File: src/rtl/axi_addr_bit_dropper.sv
// AXI address bit dropper: registered two-entry skid buffers on AW and AR that
// compact or mask a fixed field of address bits at acceptance time. W, R and B
// pass straight through. Saturating counters of accepted AW/AR beats.

// Two-entry skid buffer with a registered upstream ready.
module axi_addr_bit_dropper_skid #(
  parameter int unsigned W = 8
) (
  input  logic         clk,
  input  logic         rst_n,
  input  logic         s_valid_i,
  output logic         s_ready_o,
  input  logic [W-1:0] s_data_i,
  output logic         m_valid_o,
  input  logic         m_ready_i,
  output logic [W-1:0] m_data_o
);
  localparam logic [1:0] ST_EMPTY = 2'd0;
  localparam logic [1:0] ST_ONE   = 2'd1;
  localparam logic [1:0] ST_FULL  = 2'd2;

  logic [1:0]   state_q, state_d;
  logic         ready_q;
  logic [W-1:0] ent0_q, ent0_d, ent1_q, ent1_d;
  logic         acc, emit;

  assign acc       = s_valid_i & ready_q;
  assign emit      = (state_q != ST_EMPTY) & m_ready_i;
  assign s_ready_o = ready_q;
  assign m_valid_o = (state_q != ST_EMPTY);
  assign m_data_o  = ent0_q;

  // Next-state and entry update; ent0 always holds the oldest beat.
  always_comb begin
    state_d = state_q;
    ent0_d  = ent0_q;
    ent1_d  = ent1_q;
    case (state_q)
      ST_EMPTY: begin
        if (acc) begin
          ent0_d  = s_data_i;
          state_d = ST_ONE;
        end
      end
      ST_ONE: begin
        case ({acc, emit})
          2'b11: ent0_d = s_data_i;
          2'b10: begin
            ent1_d  = s_data_i;
            state_d = ST_FULL;
          end
          2'b01: state_d = ST_EMPTY;
          default: ;
        endcase
      end
      ST_FULL: begin
        if (emit) begin
          ent0_d  = ent1_q;
          state_d = ST_ONE;
        end
      end
      default: state_d = ST_EMPTY;
    endcase
  end

  // Control state; ready is registered from the next state so it stays low in reset.
  always_ff @(posedge clk or negedge rst_n) begin
    if (!rst_n) begin
      state_q <= ST_EMPTY;
      ready_q <= 1'b0;
    end else begin
      state_q <= state_d;
      ready_q <= (state_d != ST_FULL);
    end
  end

  // Payload storage needs no reset; validity comes from the state.
  always_ff @(posedge clk) begin
    ent0_q <= ent0_d;
    ent1_q <= ent1_d;
  end
endmodule

module axi_addr_bit_dropper #(
  parameter int unsigned ADDR_WIDTH = 40,
  parameter int unsigned ID_WIDTH   = 6,
  parameter int unsigned DROP_LSB   = 12,
  parameter int unsigned DROP_COUNT = 4,
  parameter int unsigned DATA_WIDTH = 64
) (
  input  logic                    ACLK,
  input  logic                    ARESETN,
  input  logic [1:0]              mode,
  // AW
  input  logic [ID_WIDTH-1:0]     S_AXI_AWID,
  input  logic [ADDR_WIDTH-1:0]   S_AXI_AWADDR,
  input  logic [7:0]              S_AXI_AWLEN,
  input  logic [2:0]              S_AXI_AWSIZE,
  input  logic [1:0]              S_AXI_AWBURST,
  input  logic                    S_AXI_AWVALID,
  output logic                    S_AXI_AWREADY,
  output logic [ID_WIDTH-1:0]     M_AXI_AWID,
  output logic [ADDR_WIDTH-1:0]   M_AXI_AWADDR,
  output logic [7:0]              M_AXI_AWLEN,
  output logic [2:0]              M_AXI_AWSIZE,
  output logic [1:0]              M_AXI_AWBURST,
  output logic                    M_AXI_AWVALID,
  input  logic                    M_AXI_AWREADY,
  // AR
  input  logic [ID_WIDTH-1:0]     S_AXI_ARID,
  input  logic [ADDR_WIDTH-1:0]   S_AXI_ARADDR,
  input  logic [7:0]              S_AXI_ARLEN,
  input  logic [2:0]              S_AXI_ARSIZE,
  input  logic [1:0]              S_AXI_ARBURST,
  input  logic                    S_AXI_ARVALID,
  output logic                    S_AXI_ARREADY,
  output logic [ID_WIDTH-1:0]     M_AXI_ARID,
  output logic [ADDR_WIDTH-1:0]   M_AXI_ARADDR,
  output logic [7:0]              M_AXI_ARLEN,
  output logic [2:0]              M_AXI_ARSIZE,
  output logic [1:0]              M_AXI_ARBURST,
  output logic                    M_AXI_ARVALID,
  input  logic                    M_AXI_ARREADY,
  // W
  input  logic [DATA_WIDTH-1:0]   S_AXI_WDATA,
  input  logic [DATA_WIDTH/8-1:0] S_AXI_WSTRB,
  input  logic                    S_AXI_WLAST,
  input  logic                    S_AXI_WVALID,
  output logic                    S_AXI_WREADY,
  output logic [DATA_WIDTH-1:0]   M_AXI_WDATA,
  output logic [DATA_WIDTH/8-1:0] M_AXI_WSTRB,
  output logic                    M_AXI_WLAST,
  output logic                    M_AXI_WVALID,
  input  logic                    M_AXI_WREADY,
  // B
  input  logic [ID_WIDTH-1:0]     M_AXI_BID,
  input  logic [1:0]              M_AXI_BRESP,
  input  logic                    M_AXI_BVALID,
  output logic                    M_AXI_BREADY,
  output logic [ID_WIDTH-1:0]     S_AXI_BID,
  output logic [1:0]              S_AXI_BRESP,
  output logic                    S_AXI_BVALID,
  input  logic                    S_AXI_BREADY,
  // R
  input  logic [ID_WIDTH-1:0]     M_AXI_RID,
  input  logic [DATA_WIDTH-1:0]   M_AXI_RDATA,
  input  logic [1:0]              M_AXI_RRESP,
  input  logic                    M_AXI_RLAST,
  input  logic                    M_AXI_RVALID,
  output logic                    M_AXI_RREADY,
  output logic [ID_WIDTH-1:0]     S_AXI_RID,
  output logic [DATA_WIDTH-1:0]   S_AXI_RDATA,
  output logic [1:0]              S_AXI_RRESP,
  output logic                    S_AXI_RLAST,
  output logic                    S_AXI_RVALID,
  input  logic                    S_AXI_RREADY,
  // Statistics
  output logic [31:0]             aw_count,
  output logic [31:0]             ar_count
);
  localparam int unsigned PW      = ID_WIDTH + ADDR_WIDTH + 8 + 3 + 2;
  localparam int unsigned DROP_HI = DROP_LSB + DROP_COUNT;
  localparam logic [ADDR_WIDTH-1:0] ALL_ONES  = '1;
  localparam logic [ADDR_WIDTH-1:0] LOW_MASK  = ~(ALL_ONES << DROP_LSB);
  localparam logic [ADDR_WIDTH-1:0] DROP_MASK = (ALL_ONES << DROP_LSB) & ~(ALL_ONES << DROP_HI);

  // Shift-and-mask form keeps DROP_LSB = 0 and DROP_HI = ADDR_WIDTH legal.
  function automatic logic [ADDR_WIDTH-1:0] drop_bits(input logic [1:0] md,
                                                      input logic [ADDR_WIDTH-1:0] a);
    case (md)
      2'b01:   return ((a >> DROP_HI) << DROP_LSB) | (a & LOW_MASK);
      2'b10:   return a & ~DROP_MASK;
      default: return a;
    endcase
  endfunction

  logic [PW-1:0] aw_in, aw_out, ar_in, ar_out;
  logic [31:0]   aw_cnt_q, ar_cnt_q;

  assign aw_in = {S_AXI_AWID, drop_bits(mode, S_AXI_AWADDR), S_AXI_AWLEN, S_AXI_AWSIZE, S_AXI_AWBURST};
  assign ar_in = {S_AXI_ARID, drop_bits(mode, S_AXI_ARADDR), S_AXI_ARLEN, S_AXI_ARSIZE, S_AXI_ARBURST};
  assign {M_AXI_AWID, M_AXI_AWADDR, M_AXI_AWLEN, M_AXI_AWSIZE, M_AXI_AWBURST} = aw_out;
  assign {M_AXI_ARID, M_AXI_ARADDR, M_AXI_ARLEN, M_AXI_ARSIZE, M_AXI_ARBURST} = ar_out;

  axi_addr_bit_dropper_skid #(.W(PW)) u_aw_skid (
    .clk(ACLK), .rst_n(ARESETN),
    .s_valid_i(S_AXI_AWVALID), .s_ready_o(S_AXI_AWREADY), .s_data_i(aw_in),
    .m_valid_o(M_AXI_AWVALID), .m_ready_i(M_AXI_AWREADY), .m_data_o(aw_out)
  );

  axi_addr_bit_dropper_skid #(.W(PW)) u_ar_skid (
    .clk(ACLK), .rst_n(ARESETN),
    .s_valid_i(S_AXI_ARVALID), .s_ready_o(S_AXI_ARREADY), .s_data_i(ar_in),
    .m_valid_o(M_AXI_ARVALID), .m_ready_i(M_AXI_ARREADY), .m_data_o(ar_out)
  );

  assign M_AXI_WDATA  = S_AXI_WDATA;
  assign M_AXI_WSTRB  = S_AXI_WSTRB;
  assign M_AXI_WLAST  = S_AXI_WLAST;
  assign M_AXI_WVALID = S_AXI_WVALID;
  assign S_AXI_WREADY = M_AXI_WREADY;
  assign S_AXI_BID    = M_AXI_BID;
  assign S_AXI_BRESP  = M_AXI_BRESP;
  assign S_AXI_BVALID = M_AXI_BVALID;
  assign M_AXI_BREADY = S_AXI_BREADY;
  assign S_AXI_RID    = M_AXI_RID;
  assign S_AXI_RDATA  = M_AXI_RDATA;
  assign S_AXI_RRESP  = M_AXI_RRESP;
  assign S_AXI_RLAST  = M_AXI_RLAST;
  assign S_AXI_RVALID = M_AXI_RVALID;
  assign M_AXI_RREADY = S_AXI_RREADY;

  assign aw_count = aw_cnt_q;
  assign ar_count = ar_cnt_q;

  // Saturating counts of upstream handshakes.
  always_ff @(posedge ACLK or negedge ARESETN) begin
    if (!ARESETN) begin
      aw_cnt_q <= '0;
      ar_cnt_q <= '0;
    end else begin
      if (S_AXI_AWVALID && S_AXI_AWREADY && (aw_cnt_q != '1)) aw_cnt_q <= aw_cnt_q + 32'd1;
      if (S_AXI_ARVALID && S_AXI_ARREADY && (ar_cnt_q != '1)) ar_cnt_q <= ar_cnt_q + 32'd1;
    end
  end
endmodule
File: config.mk
export PLATFORM = sky130hd
export DESIGN_NAME = axi_addr_bit_dropper
export DESIGN_NICKNAME = d
export VERILOG_FILES = /design/src/rtl/axi_addr_bit_dropper.sv
export SDC_FILE = /design/constraint.sdc
export NUM_CORES = 1
export LEC_CHECK = 0
export CAP_MARGIN = 0
export CORE_AREA = 2 2 245 247
export DETAILED_ROUTE_END_ITERATION = 6
export DIE_AREA = 0 0 247 249
export PLACE_DENSITY = 0.59
export SYNTH_ARGS = -nofsm -noshare
export SYNTH_HDL_FRONTEND = slang
export SYNTH_SLANG_ARGS = --single-unit
File: constraint.sdc
create_clock -name ACLK -period 16.6 [get_ports ACLK]
set_input_delay 3.32 -clock ACLK [delete_from_list [all_inputs] [get_ports ACLK]]
set_output_delay 3.32 -clock ACLK [all_outputs]
set_load 0.01 [all_outputs]
### Yosys cells after proc, flatten, opt, wreduce, memory -nomap -nowiden

Cells that the tools add are included.

| storage, ports and cells | value |
|---|---|
| bits in registers | 306 |
| output and inout bits | 346 |
| input bits | 286 |
| word-level logic and storage cells | 72 |

| operators by class | value |
|---|---|
| bitwise gates (word level) | 6 |
| $add $sub $neg | 2 |
| eq/ne operators | 22 |
| reduce and logical (&&, ||, !) cells | 14 |
| muxes and demuxes | 18 |

Operators with widths:

| kind | count |
|---|---|
| two-way mux 59 bit | 6 |
| case mux 59 bit (3 select lines) | 2 |
| case mux 40 bit (2 select lines) | 2 |
| bitwise OR 36 x 12 -> 36 bit | 2 |
| adder 32 x 1 -> 32 bit, second input constant | 2 |
| inequality test 32 bit, second input constant | 2 |
| == test 2 bit, second input constant | 7 |
| case mux 2 bit (3 select lines) | 2 |
| == test 2 x 1 -> 1 bit, second input constant | 5 |
| two-way mux 2 bit | 4 |
| inequality test 2 x 1 -> 1 bit, second input constant | 4 |
| inequality test 2 bit, second input constant | 4 |
| case mux 2 bit (2 select lines) | 2 |
| AND reduction 4 bit | 2 |
| nonzero test 3 bit | 2 |
| bitwise AND 1 bit | 4 |
| logical AND 1 bit | 4 |
| zero test 2 bit | 2 |
| AND reduction 2 bit | 2 |
| nonzero test 2 bit | 2 |

### Depth between registers and ports, before layout

| logic depth | value |
|---|---|
| depth after elaboration | 6 |
| depth in mapped cells | 8 |
| mapped depth without buffers | 7 |

### Modules after synthesis

From an unflattened synthesis, not the netlist that was laid out.

| second synthesis, totals | value |
|---|---|
| cells, all modules | 994 |
| area, all modules | 14,178.6 µm² |

Modules (own cells, without submodules):

| module | times used | area each (µm²) | seq. area each (µm²) | cells an instance |
|---|---|---|---|---|
| axi_addr_bit_dropper_skid | 2 | 4,524.3 | 3,618.5 | 206 |
| axi_addr_bit_dropper | 1 | 5,129.9 | 1,601.5 | 582 |

### Worst setup path after synthesis

No wires, ideal clock.

| path | value |
|---|---|
| kind | input port to flip-flop |
| from | input port S_AXI_AWVALID |
| to | register u_aw_skid.ent0_q[0] (netlist: u_aw_skid.m_data_o[0]) (enable) |
| setup time | 0.557 ns |
| required time | 16.043 ns |
| path slack | 8.076 ns |
| arrival | 7.967 ns |
| buffers on the path | 0 |
| stages on the path | 5 |
| cells stage by stage | nand2_1 > inv_1 > ha_1 > a21oi_1 > o21ai_0 |

| on the way | value |
|---|---|
| word-level cells in the longest chain between the ends | 4 |
| elaborated cells on any way between the ends | 5 |
| classes of those cells | eq/ne: 3; bitwise: 1; reduce/logical: 1 |

Ends and longest elaborated chain:

| element | line | RTL |
|---|---|---|
| start, declared | 100 | `input logic S_AXI_AWVALID,` |
| bitwise AND 1 bit (*) | 27 | `assign acc = s_valid_i & ready_q;` |
| == test 2 bit | 46 | `case ({acc, emit})` |
| inequality test 2 bit (no line) | -- |  |
| AND reduction 4 bit (no line) (*) | -- |  |
| end signal, assigned | 79 | `ent0_q <= ent0_d;` |
| end, declared | 24 | `logic [W-1:0] ent0_q, ent0_d, ent1_q, ent1_d;` |

Mark *: on every way between the ends. The rest lies on a longest branch, timed or not.
A chain may end at the register's enable or synchronous reset.

### Final worst setup path

| path | value |
|---|---|
| from | input port S_AXI_WSTRB[5] |
| to | output port M_AXI_WSTRB[5] |

RTL lines:

| element | line | RTL |
|---|---|---|
| start, declared | 126 | `input logic [DATA_WIDTH/8-1:0] S_AXI_WSTRB,` |
| end, declared | 131 | `output logic [DATA_WIDTH/8-1:0] M_AXI_WSTRB,` |

No word-level cell between the ends.

==> flow_summary_export.csv <==
group,metric,value,unit
floorplan,die_y,249,um
placement,port-buffer-count,311,
clock_network,holdBufCountCts,0,
flow_run,cap_violations,0,
route,finalWirelength,38.3,mm
timing,tns,0,ns
synth,synthCells,979,
critical_path,rr_endpoint,"u_ar_skid.ent1_q[23]",
power,power_density,144,nW/um^2
critical_path,required,13.28,ns
floorplan,start_util,23.8,%
global_route,grt_pass1_wl,55.8,mm
layout,drive_gt1_share,16.9,%
route,post_drt_via_cell_ratio,4.30,
placement,gp_congestion,0.774,
route,drc,0,
critical_path,worst_setup_path_end_kind,"output port",
timing,fin_crit,6.64,ns
placement,dp_hpwl,27.0,mm
layout,final_common_cell,"clkdlybuf4s50_1",
synth,synth_nets,1273,
critical_path,arrival,3.32,ns
critical_path,reg2reg_depth,6,
critical_path,worstReg2RegStart,"u_ar_skid.s_ready_o",
clock_network,clock_latency,0.52,ns
layout,fin_util,30.4,%
critical_path,crit_type,"in -> out",
timing,skew,0.0178,ns
timing,hold_violations,0,
clock_network,cts_resized,0,
global_route,overflow,0,
global_route,grt_max_degree,71,
power,ir_drop,0.0720,mV
synth,synth.distinct_cells,44,
layout,num-fill-cells,5775,
clock_network,cts_inserted_buffers,34,
min_path,min_path_type,"reg -> reg",
critical_path,cp-start-kind,"input pin",
synth,ys_seq_area_share,63.4,%
outcome,status,"finished clean",
clock_network,cts_tree,"done",
synth,synthFlopType,"edfxtp_1",
layout,area_delta_synth_final,27.8,%
floorplan,die_area,61500,um^2
floorplan,die_x,247,um
timing,tightest_slew,0.923,ns
synth,synth_async_sr_flop_share,22.9,%
power,p_leak,6.50,nW
route,firstDrtPassIters,4,
synth,synth_area,13900,um^2
route,drt_iter0_markers,313,
layout,mostFrequentLayoutCells,"clkdlybuf4s50_1 (310), edfxtp_1 (236), mux2_2 (120)",
floorplan,ios,632,
synth,synth_area_leaders,"edfxtp_1 (51%), dfrtp_1 (13%), mux2_2 (9.7%)",
clock_network,htreeDepth,2,
route,ant_nets,0,
timing,rsz0062_at_grt,"no",
min_path,min_path_cells,1,
min_path,holdCritStartpoint,"ar_count[31]",
clock_network,cts_max_path_buffers,3,
synth,avgSynthCellArea,14.2,um^2
global_route,track_usage,11.9,%
timing,setup_violations,0,
synth,synth_top_area_cell,"edfxtp_1",
timing,max_freq,151,MHz
critical_path,cp_max_fo,1,
min_path,holdPathEnd,"ar_count[31]",
timing,finalMaxSlewViolations,0,
synth,synth_edf_count,236,
clock_network,clk_pin_slew,0.06,ns
route,vias,8329,
global_route,grt_pass1_vias,8541,
clock_network,cts_sinks,306,
clock_network,cts_setup_buffers,0,
critical_path,r2r_slack,13.89,ns
synth,ys_ff_latch,306,
floorplan,core,58700,um^2
route,wl_per_cell,19.8,um
floorplan,rows,89,
synth,yosysTopAreaCellShare,50.8,%
layout,num_antenna_cells,0,
global_route,antenna_found_initial,0,
timing,period_share,40.0,%
layout,nNetsFinal,1434,
timing,slew_headroom,38.5,%
synth,synth-warning-count,0,
clock_network,cts.root.buffer_cell,"clkbuf_16",
report_power, final:
part | internal, mW | leakage [nW] | switching [mW]
Combinational | 0.344 | 2.83 | 0.344
Clock | 0.407 | 0.507 | 0.308
Sequential | 1.09 | 3.16 | 0.0737
Total | 1.84 | 6.50 | 0.725
layout make-up:
class | count | area [um^2] | area share, %
tap | 773 | 967 | 5.43
clock inverter | 18 | 134 | 0.751
inverter | 14 | 52.6 | 0.295
clock buffer | 41 | 908 | 5.10
timing repair buffer | 319 | 3170 | 17.8
sequential | 306 | 8840 | 49.6
multi-input combinational | 465 | 3750 | 21.0
stage by stage:
step | power (mW) | setup WS (ns) | hold WS [ns] | cell area, um^2 | cells
6_report | 2.57 | 9.96 | 0.494 | 17800 | 1936
5_1_grt | 2.70 | 9.96 | 0.518 | 17800 | 1936
4_1_cts | 2.62 | 9.96 | 0.500 | 17800 | 1936
3_5_place_dp | 1.88 | 9.96 | 0.492 | 16800 | 1877
3_3_place_gp | 1.88 | 9.96 | 0.481 | 16800 | 1877
2_1_floorplan | 1.53 | 8.08 | 0.503 | 13900 | 979
cell families after synthesis:
logic type | after synthesis | share of synthesized area (%)
flops | 306 | 63.4
compound gates | 63 | 3.76
simple gates | 213 | 8.68
fa+ha+maj | 8 | 0.718
buf+inv | 208 | 9.92
mux | 121 | 9.77
xor+xnor | 60 | 3.77
registers in the layout, summed over array words and instances (netlist names):
signal,cells
u_aw_skid.state_q,2
u_ar_skid.s_ready_o,1
ar_count,32
u_aw_skid.m_data_o,59
u_ar_skid.m_data_o,59
u_ar_skid.ent1_q,59
u_aw_skid.s_ready_o,1
u_ar_skid.state_q,2
u_aw_skid.ent1_q,59
aw_count,32
how the worst max path moves through the flow:
stage,cells past startpoint,from,slack [ns],to
2_1_floorplan,5,S_AXI_AWVALID,8.08,u_aw_skid.m_data_o[0]
3_3_place_gp,0,M_AXI_RDATA[59],9.96,S_AXI_RDATA[59]
3_5_place_dp,0,M_AXI_RDATA[59],9.96,S_AXI_RDATA[59]
4_1_cts,0,M_AXI_RDATA[59],9.96,S_AXI_RDATA[59]
5_1_grt,0,S_AXI_WSTRB[5],9.96,M_AXI_WSTRB[5]
6_report,0,S_AXI_WSTRB[5],9.96,M_AXI_WSTRB[5]
metal layers:
metal / wire length, um / up-vias / part of all wire [%] / track usage (%)
met2: 19400 / 355 / 51 / 20.6
li1: - / 3759 / - / -
met3: 2940 / 159 / 7.7 / 3.23
met4: 2190 / 0 / 5.7 / 6.90
met5: 0 / - / 0 / 0
met1: 13800 / 4056 / 36 / 13.0
synthesized netlist by cell type (all sizes together) (18+ instances only):
cell type	count
xnor2	32
nor2	18
nand2	42
clkbuf	28
and2	34
a22o	40
nor3	22
dfrtp	70
buf	166
xor2	28
edfxtp	236
nand3	26
mux2	121
nand4	30
No activity file was read; power rests on OpenSTA's default activity.
